--- src/rtl/lfsr_run_ctrl_if.sv ---
// MMIO side of the LFSR run controller: write strobe/address/data plus
// the read request and its registered readback.
interface lfsr_run_ctrl_if #(
  parameter int unsigned n = 32
);
  logic          W;
  logic [15:0]   A;
  logic [n-1:0]  D;
  logic          rd_req;
  logic [15:0]   rd_addr;
  logic [63:0]   rd_data;

  modport master (
    output W, A, D, rd_req, rd_addr,
    input  rd_data
  );

  modport slave (
    input  W, A, D, rd_req, rd_addr,
    output rd_data
  );
endinterface

--- src/rtl/lfsr_run_ctrl.sv ---
// Register file and run sequencer for the n-bit LFSR unit. Decodes MMIO
// writes into Poly/Seed/Ctrl/Count, drives LFSR load/enable for single-step,
// counted-burst and free-run modes, and serves registered readback.
module lfsr_run_ctrl #(
  parameter int unsigned n     = 32,
  parameter int unsigned CNT_W = 32
) (
  input  logic          clock,
  input  logic          reset,
  lfsr_run_ctrl_if.slave bus,
  output logic [n-1:0]  Poly,
  output logic          lfsr_load,
  output logic [n-1:0]  lfsr_seed,
  output logic          lfsr_en,
  input  logic [n-1:0]  Q,
  output logic          busy,
  output logic          done_irq
);

  localparam logic [15:0] A_POLY  = 16'h0010;
  localparam logic [15:0] A_SEED  = 16'h0012;
  localparam logic [15:0] A_CTRL  = 16'h0014;
  localparam logic [15:0] A_COUNT = 16'h0016;
  localparam logic [15:0] A_STAT  = 16'h0018;

  typedef enum logic [2:0] {
    S_IDLE,
    S_STEP,
    S_BURST,
    S_FREE,
    S_DONE
  } state_t;

  state_t             state_q, state_d;
  logic [n-1:0]       poly_q, poly_d;
  logic [n-1:0]       seed_q, seed_d;
  logic [1:0]         ctrl_q, ctrl_d;
  logic [CNT_W-1:0]   count_q, count_d;
  logic [CNT_W-1:0]   cnt_q, cnt_d;
  logic               zero_q, zero_d;
  logic               err_q, err_d;
  logic               done_q, done_d;
  logic               load_q, load_d;
  logic               irq_q;
  logic [63:0]        rd_q, rd_d;
  logic               running;
  logic               enter_done;
  logic               enter_idle;
  logic               wr_poly, wr_seed, wr_ctrl, wr_count, wr_stat;
  logic               abort;

  assign running  = (state_q == S_STEP) || (state_q == S_BURST) || (state_q == S_FREE);
  assign wr_poly  = bus.W && (bus.A == A_POLY);
  assign wr_seed  = bus.W && (bus.A == A_SEED);
  assign wr_ctrl  = bus.W && (bus.A == A_CTRL);
  assign wr_count = bus.W && (bus.A == A_COUNT);
  assign wr_stat  = bus.W && (bus.A == A_STAT);
  assign abort    = wr_ctrl && (bus.D[1:0] == 2'b00);

  assign Poly      = poly_q;
  assign lfsr_seed = seed_q;
  assign lfsr_load = load_q;
  assign lfsr_en   = running;
  assign busy      = running;
  assign done_irq  = irq_q;

  // Register writes, run sequencing and status flag updates
  always_comb begin
    state_d    = state_q;
    poly_d     = poly_q;
    seed_d     = seed_q;
    ctrl_d     = ctrl_q;
    count_d    = count_q;
    cnt_d      = cnt_q;
    zero_d     = zero_q;
    err_d      = err_q;
    done_d     = done_q;
    load_d     = 1'b0;
    enter_done = 1'b0;
    enter_idle = 1'b0;

    if (wr_poly) begin
      if (running) err_d = 1'b1;
      else         poly_d = bus.D;
    end
    if (wr_seed) begin
      if (running) err_d = 1'b1;
      else begin
        seed_d = bus.D;
        load_d = 1'b1;
        if (state_q == S_DONE) enter_idle = 1'b1;
      end
    end
    if (wr_count) begin
      if (running) err_d = 1'b1;
      else         count_d = CNT_W'(bus.D);
    end
    if (wr_stat) begin
      if (bus.D[3]) zero_d = 1'b0;
      if (bus.D[2]) err_d  = 1'b0;
      if (bus.D[1]) done_d = 1'b0;
    end
    if (wr_ctrl) begin
      ctrl_d = bus.D[1:0];
      if (abort) begin
        enter_idle = 1'b1;
        if (!running) done_d = 1'b0;
      end else if (running) begin
        err_d = 1'b1;
      end else begin
        done_d = 1'b0;
        case (bus.D[1:0])
          2'b01: state_d = S_STEP;
          2'b10: begin
            if (count_q != '0) begin
              state_d = S_BURST;
              cnt_d   = count_q;
            end else begin
              enter_done = 1'b1;
            end
          end
          default: state_d = S_FREE;
        endcase
      end
    end

    // An abort wins over lockup detection and step accounting in the same cycle
    if (running && !abort) begin
      if (Q == '0) begin
        zero_d     = 1'b1;
        enter_done = 1'b1;
      end else begin
        case (state_q)
          S_STEP:  enter_idle = 1'b1;
          S_BURST: begin
            cnt_d = cnt_q - CNT_W'(1);
            if (cnt_q == CNT_W'(1)) enter_done = 1'b1;
          end
          default: ;
        endcase
      end
    end

    // Entering a resting state clears Ctrl; this overrides a same-cycle Ctrl write
    if (enter_done) begin
      state_d = S_DONE;
      done_d  = 1'b1;
      ctrl_d  = '0;
    end else if (enter_idle) begin
      state_d = S_IDLE;
      ctrl_d  = '0;
    end
  end

  // Readback selection; Status busy bit reflects the live run state
  always_comb begin
    rd_d = rd_q;
    if (bus.rd_req) begin
      case (bus.rd_addr)
        A_POLY:  rd_d = 64'(poly_q);
        A_SEED:  rd_d = 64'(Q);
        A_CTRL:  rd_d = 64'(ctrl_q);
        A_COUNT: rd_d = 64'(count_q);
        A_STAT:  rd_d = {60'd0, zero_q, err_q, done_q, running};
        default: rd_d = '0;
      endcase
    end
  end

  // State register with synchronous reset
  always_ff @(posedge clock) begin
    if (reset) begin
      state_q <= S_IDLE;
      poly_q  <= '0;
      seed_q  <= '0;
      ctrl_q  <= '0;
      count_q <= '0;
      cnt_q   <= '0;
      zero_q  <= 1'b0;
      err_q   <= 1'b0;
      done_q  <= 1'b0;
      load_q  <= 1'b0;
      irq_q   <= 1'b0;
      rd_q    <= '0;
    end else begin
      state_q <= state_d;
      poly_q  <= poly_d;
      seed_q  <= seed_d;
      ctrl_q  <= ctrl_d;
      count_q <= count_d;
      cnt_q   <= cnt_d;
      zero_q  <= zero_d;
      err_q   <= err_d;
      done_q  <= done_d;
      load_q  <= load_d;
      irq_q   <= enter_done;
      rd_q    <= rd_d;
    end
  end

  assign bus.rd_data = rd_q;

endmodule

--- src/flat_wrapper.sv ---
// flat-port wrapper written by rule: the top's interface ports become plain ports
module lfsr_run_ctrl_flat 
#(
  parameter int unsigned n     = 32,
  parameter int unsigned CNT_W = 32
)
  (clock, reset, Poly, lfsr_load, lfsr_seed, lfsr_en, Q, busy, done_irq, bus_W, bus_A, bus_D, bus_rd_req, bus_rd_addr, bus_rd_data);
  lfsr_run_ctrl_if #(.n(n)) bus_i ();
  input  logic clock;
  input  logic reset;
  output logic [n-1:0] Poly;
  output logic lfsr_load;
  output logic [n-1:0] lfsr_seed;
  output logic lfsr_en;
  input  logic [n-1:0] Q;
  output logic busy;
  output logic done_irq;
  input wire logic [$bits(bus_i.W)-1:0] bus_W;
  input wire logic [$bits(bus_i.A)-1:0] bus_A;
  input wire logic [$bits(bus_i.D)-1:0] bus_D;
  input wire logic [$bits(bus_i.rd_req)-1:0] bus_rd_req;
  input wire logic [$bits(bus_i.rd_addr)-1:0] bus_rd_addr;
  output wire logic [$bits(bus_i.rd_data)-1:0] bus_rd_data;
  assign bus_i.W = bus_W;
  assign bus_i.A = bus_A;
  assign bus_i.D = bus_D;
  assign bus_i.rd_req = bus_rd_req;
  assign bus_i.rd_addr = bus_rd_addr;
  assign bus_rd_data = bus_i.rd_data;
  lfsr_run_ctrl #(.n(n), .CNT_W(CNT_W)) u_core (.clock(clock), .reset(reset), .bus(bus_i), .Poly(Poly), .lfsr_load(lfsr_load), .lfsr_seed(lfsr_seed), .lfsr_en(lfsr_en), .Q(Q), .busy(busy), .done_irq(done_irq));
endmodule
--- config.mk ---
export PLATFORM = sky130hd
export DESIGN_NAME = lfsr_run_ctrl_flat
export DESIGN_NICKNAME = d
export VERILOG_FILES = /design/src/rtl/lfsr_run_ctrl_if.sv /design/src/rtl/lfsr_run_ctrl.sv /design/src/flat_wrapper.sv
export SDC_FILE = /design/constraint.sdc
export NUM_CORES = 1
export LEC_CHECK = 0
export ABC_CLOCK_PERIOD_IN_PS = 3200
export BUFFER_PORTS_ARGS = -buffer_cell sky130_fd_sc_hd__buf_2
export CORE_ASPECT_RATIO = 1.2
export CORE_MARGIN = 10
export CORE_UTILIZATION = 45
export DETAILED_ROUTE_END_ITERATION = 7
export GPL_TIMING_DRIVEN = 1
export PLACE_DENSITY = 0.68
export SYNTH_ARGS = -nofsm -noshare
export SYNTH_HDL_FRONTEND = slang
export SYNTH_SLANG_ARGS = --single-unit
export TNS_END_PERCENT = 1
--- constraint.sdc ---
create_clock -name clock -period 3.2 [get_ports clock]
set_input_delay 0.32 -clock clock [delete_from_list [all_inputs] [get_ports clock]]
set_output_delay 0.32 -clock clock [all_outputs]
set_load 0.005 [all_outputs]
## After elaboration in Yosys (flattened, before gate mapping)

Index checks and enable logic that the tools add are counted.

| word-level totals | value |
|---|---|
| output and inout port bits | 132 |
| input bits | 100 |
| bits in registers | 202 |
| logic and storage cells | 113 |

| operators by class | value |
|---|---|
| muxes and demuxes | 54 |
| add/sub/neg operators | 1 |
| equal/unequal tests | 21 |
| reductions and logical operators | 21 |
| bitwise operators | 3 |

Operator list:

| cell | number |
|---|---|
| 32-bit 2-to-1 mux | 8 |
| 16-bit by 5-bit equality test with 1-bit output (second input constant) | 10 |
| 32-bit case mux with 5 select lines | 1 |
| 1-bit 2-to-1 mux | 38 |
| 32-bit by 1-bit equality test with 1-bit output (second input constant) | 1 |
| 32-bit logical NOT | 1 |
| 32-bit nonzero test | 1 |
| 32-bit by 1-bit subtractor with 32-bit output (second input constant) | 1 |
| 3-bit 2-to-1 mux | 6 |
| 4-bit AND reduction | 2 |
| 1-bit logical AND | 7 |
| 3-bit by 2-bit equality test with 1-bit output (second input constant) | 2 |
| 3-bit case mux with 2 select lines | 1 |
| 2-bit AND reduction | 3 |
| 4-bit by 1-bit inequality test with 1-bit output (second input constant) | 1 |
| 3-bit by 1-bit equality test with 1-bit output (second input constant) | 1 |
| 3-bit equality test (second input constant) | 1 |
| 3-bit by 1-bit inequality test with 1-bit output (second input constant) | 1 |
| 3-bit inequality test (second input constant) | 1 |
| 1-bit NOT | 3 |
| 3-bit nonzero test | 1 |
| 3-bit OR reduction | 1 |
| 2-bit by 1-bit equality test with 1-bit output (second input constant) | 1 |
| 2-bit equality test (second input constant) | 1 |
| other kinds (5) | 6 |

## Longest topological paths before layout

Gate-level depths: netlist of run 1.

| logic depth | value |
|---|---|
| depth in word-level cells | 14 |
| mapped depth | 8 |
| depth with buffers taken out | 7 |

## Least setup slack after synthesis of run 1

No wires, ideal clock.

| timing | value |
|---|---|
| path kind | flip-flop to flip-flop |
| start point | register u_core.cnt_q[12] |
| end point | register u_core.cnt_q[23] |
| data arrival time | 2.118 ns |
| clock period less this slack | 2.250 ns |
| setup slack | 0.950 ns |
| required time | 3.068 ns |
| setup time | 0.132 ns |
| buffers on the path | 0 |
| cell stages (with the launch flop) | 6 |
| path through | dfxtp_1 > or4_4 > or4_4 > or3_1 > o311ai_1 > a21oi_1 |

| between the ends | value |
|---|---|
| cells in the longest elaborated chain, start to end | 4 |

RTL lines:

| what | line | RTL |
|---|---|---|
| start: declaration | lfsr_run_ctrl.sv:39 | `logic [CNT_W-1:0] cnt_q, cnt_d;` |
| start signal: assignment | lfsr_run_ctrl.sv:191 | `cnt_q <= cnt_d;` |
| 32-bit by 1-bit subtractor with 32-bit output | lfsr_run_ctrl.sv:136 | `cnt_d = cnt_q - CNT_W'(1);` |
| 32-bit 2-to-1 mux | lfsr_run_ctrl.sv:133 | `case (state_q)` |
| 32-bit 2-to-1 mux | lfsr_run_ctrl.sv:129 | `if (Q == '0) begin` |
| 32-bit 2-to-1 mux | lfsr_run_ctrl.sv:128 | `if (running && !abort) begin` |

Every way passes these cells.
A chain may end at the register's enable or synchronous reset.

## Worst setup path after layout of run 1

| timing | value |
|---|---|
| start point | register u_core.count_q[19] |
| end point | register u_core.cnt_q[1] |

| between the ends | value |
|---|---|
| cells in the longest elaborated chain, start to end | 9 |

RTL lines:

| what | line | RTL |
|---|---|---|
| start: declaration | lfsr_run_ctrl.sv:38 | `logic [CNT_W-1:0] count_q, count_d;` |
| start signal: assignment | lfsr_run_ctrl.sv:190 | `count_q <= count_d;` |
| 32-bit nonzero test * | lfsr_run_ctrl.sv:115 | `if (count_q != '0) begin` |
| 32-bit 2-to-1 mux * | lfsr_run_ctrl.sv:115 |  |
| 32-bit 2-to-1 mux * | lfsr_run_ctrl.sv:112 | `case (bus.D[1:0])` |
| 32-bit 2-to-1 mux * | lfsr_run_ctrl.sv:108 | `end else if (running) begin` |
| 32-bit 2-to-1 mux * | lfsr_run_ctrl.sv:105 | `if (abort) begin` |
| 32-bit 2-to-1 mux * | lfsr_run_ctrl.sv:103 | `if (wr_ctrl) begin` |
| 32-bit 2-to-1 mux | lfsr_run_ctrl.sv:133 |  |
| 32-bit 2-to-1 mux | lfsr_run_ctrl.sv:129 |  |
| 32-bit 2-to-1 mux * | lfsr_run_ctrl.sv:128 |  |

Mark *: on every way between the ends. The rest lies on a longest branch, timed or not.

==> impl_results.md, run 1 <==
* RSZ-0062 raised after global routing: no
* Grt ovf at 0
* # IOs at approximately 230
* Max FO, Critical Path at 21
* CTS tree: built
* Delay-heaviest family, CP: simple AND/OR/NAND/NOR gates
* N_diodes at 0
* Fraction of layout cells with a size suffix above 1 at 0.215
* Synth area leader: dfxtp_1
* Max-cap check violation count at 0
* Post CTS Setup Buffer Count at 0
* Actual slew at the worst max-slew pin at 0.891 ns
* Wire length per cell at roughly 20 µm
* Clock Skew at 0.0155 ns
* Synth warn at 0
* Chip width at between 100 and 150 µm
* H-tree depth at 4
* Crit path launch type: flop
* Resized Gates After CTS at 0
* Final min period at 2.77 ns
* DRC viols at 0
* CTS buffer count at 17
* Primary FF master, synth: dfxtp_1
* Pins over their slew limit at 0
* Sequential share of the synthesized area at 0.415
* CTS Buffer Depth at 2
* Syn Inst Count at 1081
* CP Capture Type: flop
* Final-report hold violation count at 0
* Syn Area/Cell at about 7.6 µm²
* Top cell by count, worst path: a211oi_1
* Top cells by area, synth: dfxtp_1, nand2_1, a21oi_1
* Die Ht at between 150 and 200 µm
* Crit path buf inv count at 0
* CTS Hold Bufs at 0
* #FFs+latches synth at 170
* Area grow syn2layout at 20.0%
* Final critical-path setup slack at 0.434 ns
* Cell row count at between 50 and 60
* VDD IR max at 488 µV
* Initial DRC Count at 1036
* Clock Tree Root: clkbuf_16
* Finish-stage setup viols at 0
* Number of global-route vias before repair at 8215
* F_max at 362 MHz
* Critical Path AT at around 3.0 ns
* Fill cells at 1753
* Clock transition at path regs at 0.08 ns
* NumNets Final at approximately 1400
* Pre-CTS setup slack at 0.409 ns
* Largest net degree at the start of global routing at 166
* Tcrit/Tclk final at 0.864
* Commonest cells post-synth: nand2_1, dfxtp_1, a21oi_1, nor2_1, clkbuf_1
* Share of the synthesized area in the top cell type at 0.415
* Pwr/cell area at 448 mW/mm²
* Cell Area, Synth at 0.00820 mm²
* Port bufs at 199
* Worst skew pair latency at approximately 0.44 ns
* Crit-path slowest cell: or4_1
* Placeable Area at 0.0180 mm²
* WHS at approximately 0.15 ns
* Post-DRT Antenna Nets at 0
* Pwr Total at 4.41 mW
* Gpl congestion at 0.945
* Initial Util at 0.455
* Detailed-route via count at about 8500
* Static Leak at 3.97 nW
* Critical-path cell list: nor4_1 > nand2_1 > or4_1 > and3_1 > a211oi_1 > a211oi_1
* Pre-antenna DRT Iters at 5
* Top-count cell post-synth: nand2_1
* DR vias/cell at between 5 and 6
* Clock Sinks at 170
* Count of cell types in the netlist at 57
* DIE AREA at 0.0241 mm²
* Dpl hpwl at 21400 µm
* Slew Limit Headroom at 0.400
* Global-route wire length before repair at 45300 µm
* CP max stage delay at roughly 0.75 ns
* Asr flop ratio synth at 0
* Hold WC Path Type: input port to flop
* Final wirelength at 29300 µm
* Status: complete, no violations
* Worst EP required at 3.47 ns
* Post-synth EDFFs at 0
* Initial antenna violation count at 0
* Final setup TNS at 0 ns
* CP Class: flop to flop
* GRT Util Overall at 0.234
==> stage by stage <==
stage          area, µm²  cells  utilization
2_1_floorplan       8320   1112            -
3_3_place_gp        9260   1455        0.513
3_5_place_dp        9260   1455        0.513
4_1_cts             9840   1487        0.545
5_1_grt             9840   1487        0.545
6_report            9840   1487        0.545
==> path summary, 6_finish.rpt <==
| kind | depth (start not counted) | slack [ns] | endpoint | start |
|---|---|---|---|---|
| hold reg to reg | 2 | 0.45 | u_core.lfsr_seed[3]$_SDFFE_PP0P_ | u_core.lfsr_seed[3]$_SDFFE_PP0P_ |
| setup / recovery | 6 | 0.43 | u_core.cnt_q[1]$_SDFF_PP0_ | u_core.count_q[19]$_SDFFE_PP0P_ |
| hold / removal | 3 | 0.15 | u_core.Poly[29]$_SDFFE_PP0P_ | bus_D[29] |
| setup reg to reg | 6 | 0.43 | u_core.cnt_q[1]$_SDFF_PP0_ | u_core.count_q[19]$_SDFFE_PP0P_ |
==> logic make-up after synthesis <==
logic type	synth area share
flip-flops	0.415
other	0.000457
AND/OR/NAND/NOR	0.297
buffers and inverters	0.0699
multiplexers	0.0421
AO/OA/AOI/OAI	0.172
adder cells (fa/ha/maj)	0.00305
==> worst reg2reg max path: cells and delay by family (launching register included) <==
kind / cells / cell delay [ns]
AO/OA/AOI/OAI: 2 / 0.45
flip-flops: 1 / 0.37
AND/OR/NAND/NOR: 4 / 1.78
==> power by group <==
part / leakage, nW / internal [mW] / total, mW / switching, mW
registers: 1.37 / 2.11 / 2.11 / 0.0000130
clock network: 0.287 / 1.06 / 2.06 / 0.992
logic: 2.31 / 0.0791 / 0.242 / 0.163
total: 3.97 / 3.26 / 4.41 / 1.15
==> sequential cells by signal, indices dropped and copies added, names as in the netlist <==
| signal | flops |
|---|---|
| u_core.Poly | 32 |
| u_core.bus.rd_data | 32 |
| u_core.cnt_q | 32 |
| u_core.count_q | 32 |
| u_core.lfsr_seed | 32 |
| u_core.state_q | 3 |
| u_core.ctrl_q | 2 |
| u_core.done_irq | 1 |
| u_core.done_q | 1 |
| u_core.err_q | 1 |
| u_core.lfsr_load | 1 |
| u_core.zero_q | 1 |
==> placed cells by master, fill, tap and decap left out, drive strengths merged, types with 3 or more instances in the layout <==
master    n
and3      7
a31oi    15
mux2i    30
a311o     3
inv      18
dfxtp   170
o311ai    5
nor2b    34
clkbuf   18
o21ai    40
a21oi   152
clkinv    4
nand2   265
o2bb2a    3
or3       9
a22oi     6
nand2b    5
nor3     18
nand4b    3
nor4     33
and2      3
or4      12
conb     32
buf     223
nand3b    4
nor2     62
nand3    30
o211ai   11
nand4    14
a32oi     5
a211oi    3
or2       7
==> final cells by class <==
class,instances,area (µm²),share of cell area
clock inverter,14,145,0.0147
sequential,170,3400,0.346
clock buffer,18,439,0.0446
multi-input combinational,829,4350,0.442
tap,224,280,0.0285
inverter,9,33.8,0.00343
timing repair buffer,223,1190,0.121
==> routing by layer <==
layer	global-route usage	vias to the layer above	part of all wire
met3	0.0546	46	0.075
li1	-	4048	-
met1	0.294	4056	0.41
met5	0	-	0
met4	0.0796	0	0.024
met2	0.385	363	0.49
(Power assumes the default switching activity.)
==> inputs of run 2 (changes only) <==
--- a/config.mk
+++ b/config.mk
@@ -9,10 +9,10 @@
 export BUFFER_PORTS_ARGS = -buffer_cell sky130_fd_sc_hd__buf_2
 export CORE_ASPECT_RATIO = 1.2
 export CORE_MARGIN = 10
-export CORE_UTILIZATION = 45
+export CORE_UTILIZATION = 35
 export DETAILED_ROUTE_END_ITERATION = 7
 export GPL_TIMING_DRIVEN = 1
-export PLACE_DENSITY = 0.68
+export PLACE_DENSITY = 0.54
 export SYNTH_ARGS = -nofsm -noshare
 export SYNTH_HDL_FRONTEND = slang
 export SYNTH_SLANG_ARGS = --single-unit
==> run 2 against run 1 <==
Against the previous run:
- first-iteration DRC count down 40%
- flip-flop and latch count unchanged
- hold slack better by 0.0090 ns
- core utilization down 11 points
- final cell count up 6.6%
- largest cell class unchanged
- largest power group unchanged
==> impl_results.md, run 2 (synthesis results as in run 1) <==
* Status: complete, no violations
* Number of global-route vias before repair at 8219
* Final setup TNS at 0 ns
* CTS Buffer Depth at 2
* RSZ-0062 raised after global routing: no
* Cell row count at 61
* Gpl congestion at ~0.9
* Crit path launch type: flop
* Combinational Power Share at 0.055
* Most frequent cells in the layout: nand2_1, buf_2, dfxtp_1
* Clock transition at path regs at roughly 0.080 ns
* DIE AREA at 0.0300 mm²
* WHS at 0.159 ns
* Final min period at around 2.8 ns
* Worst skew pair latency at about 0.43 ns
* Pwr/cell area at 442 mW/mm²
* Wire length per cell at roughly 20 µm
* Actual slew at the worst max-slew pin at 0.997 ns
* Power share of the clock group at 0.467
* Pwr Total at 4.42 mW
* Worst EP required at 3.48 ns
* Hold WC Path Type: input port to flop
* Final wirelength at 31100 µm
* Chip width at ~160 µm
* Commonest non-fill, non-tap cell in the layout: nand2_1
* Finish-stage setup viols at 0
* Tcrit/Tclk final at 0.860
* NumNets Final at 1359
* Critical Path AT at between 3 and 4 ns
* Initial Util at 0.355
* Util after Layout at 0.432
* Clock Tree Root: clkbuf_16
* Post CTS Setup Buffer Count at 0
* Slew Limit Headroom at 0.330
* Finished Layout Cells at 1585
* Clock Skew at 0.0142 ns
* Clock Sinks at 170
* F_max at 363 MHz
* Die Ht at about 190 µm
* Placeable Area at between 0.02 and 0.025 mm²
* Net switching power at 1.16 mW
* Pre-antenna DRT Iters at 5
* CP Class: flop to flop
* VDD IR max at 358 µV
* Placed Cells at 1553
* Post-DRT Antenna Nets at 0
* CP Capture Type: flop
* Resized Gates After CTS at 0
* Max FO, Critical Path at 21
* Grt ovf at 0
* CTS buffer count at 17
* N_diodes at 0
* CTS tree: built
* DRC viols at 0
* Max-cap check violation count at 0
* Initial DRC Count at 620
* DR vias/cell at 5.26
* Post-Layout Inst Area at 0.0100 mm²
* CTS Hold Bufs at 0
* Static Leak at 4.00 nW
* Fraction of layout cells with a size suffix above 1 at 0.219
* GRT Util Overall at 0.200
* Net switching share of the total power at 0.263
* Global-route wire length before repair at 48300 µm
* Initial antenna violation count at 2
* Port bufs at 199
* Largest net degree at the start of global routing at 74
* Final-report hold violation count at 0
* Dpl hpwl at 23100 µm
* Flop pwr share at 0.478
* Area post-placement at 0.00941 mm²
* # IOs at 232
* Pre-CTS setup slack at 0.422 ns
* Pins over their slew limit at 0
* Internal Power at 3.26 mW
* H-tree depth at 4
* Area grow syn2layout at 21.9%
* Final critical-path setup slack at 0.448 ns
* Detailed-route via count at 8332
run 2: cell count changes in the layout (fill, tap and decap cells not counted), moves of 2 or more:
cell / previous run / this run
buf_4: 24 / 32
inv_8: 5 / 7
clkinv_4: 1 / 3
inv_6: 4 / 2
run 2: worst paths after layout:
path	from	endpoint	slack, ns	cells after the start
worst min register to register	u_core.lfsr_seed[2]$_SDFFE_PP0P_	u_core.lfsr_seed[2]$_SDFFE_PP0P_	0.45	2
worst max-delay path	u_core.count_q[20]$_SDFFE_PP0P_	u_core.cnt_q[16]$_SDFF_PP0_	0.45	6
worst max register to register	u_core.count_q[20]$_SDFFE_PP0P_	u_core.cnt_q[16]$_SDFF_PP0_	0.45	6
worst min-delay path	bus_D[29]	u_core.lfsr_seed[29]$_SDFFE_PP0P_	0.16	3
run 2: layout make-up:
cell class                      instances  area, µm²
Clock inverter                         14        146
Clock buffer                           18        439
Tap cell                              315        394
Multi-Input combinational cell        829       4350
Sequential cell                       170       3400
Timing Repair Buffer                  230       1230
Fill cell                            2453      13100
Inverter                                9       33.8
run 2: metal layers:
metal | part of all wire | track usage | vias to the layer above
li1 | - | - | 4058
met1 | 0.43 | 0.249 | 3907
met2 | 0.47 | 0.322 | 311
met3 | 0.070 | 0.0513 | 52
met4 | 0.031 | 0.0789 | 4
met5 | 0.00093 | 0 | -
run 2: power groups by stage:
stage               logic [mW]  clock network, mW  registers, mW
floorplan                0.136                  0           2.16
global placement         0.238                  0           2.16
detailed placement       0.237                  0           2.16
CTS                      0.238               2.11           2.11
global route             0.262               2.20           2.11
finish                   0.242               2.07           2.11
run 2: worst max-delay path, stage by stage, from the launching register on:
cell and delay [ns]:
dfxtp_1 0.37, nor4_1 0.29, nand2_1 0.15, or4_1 0.76, and3_1 0.58, o2bb2a_1 0.36
a21oi_1 0.07
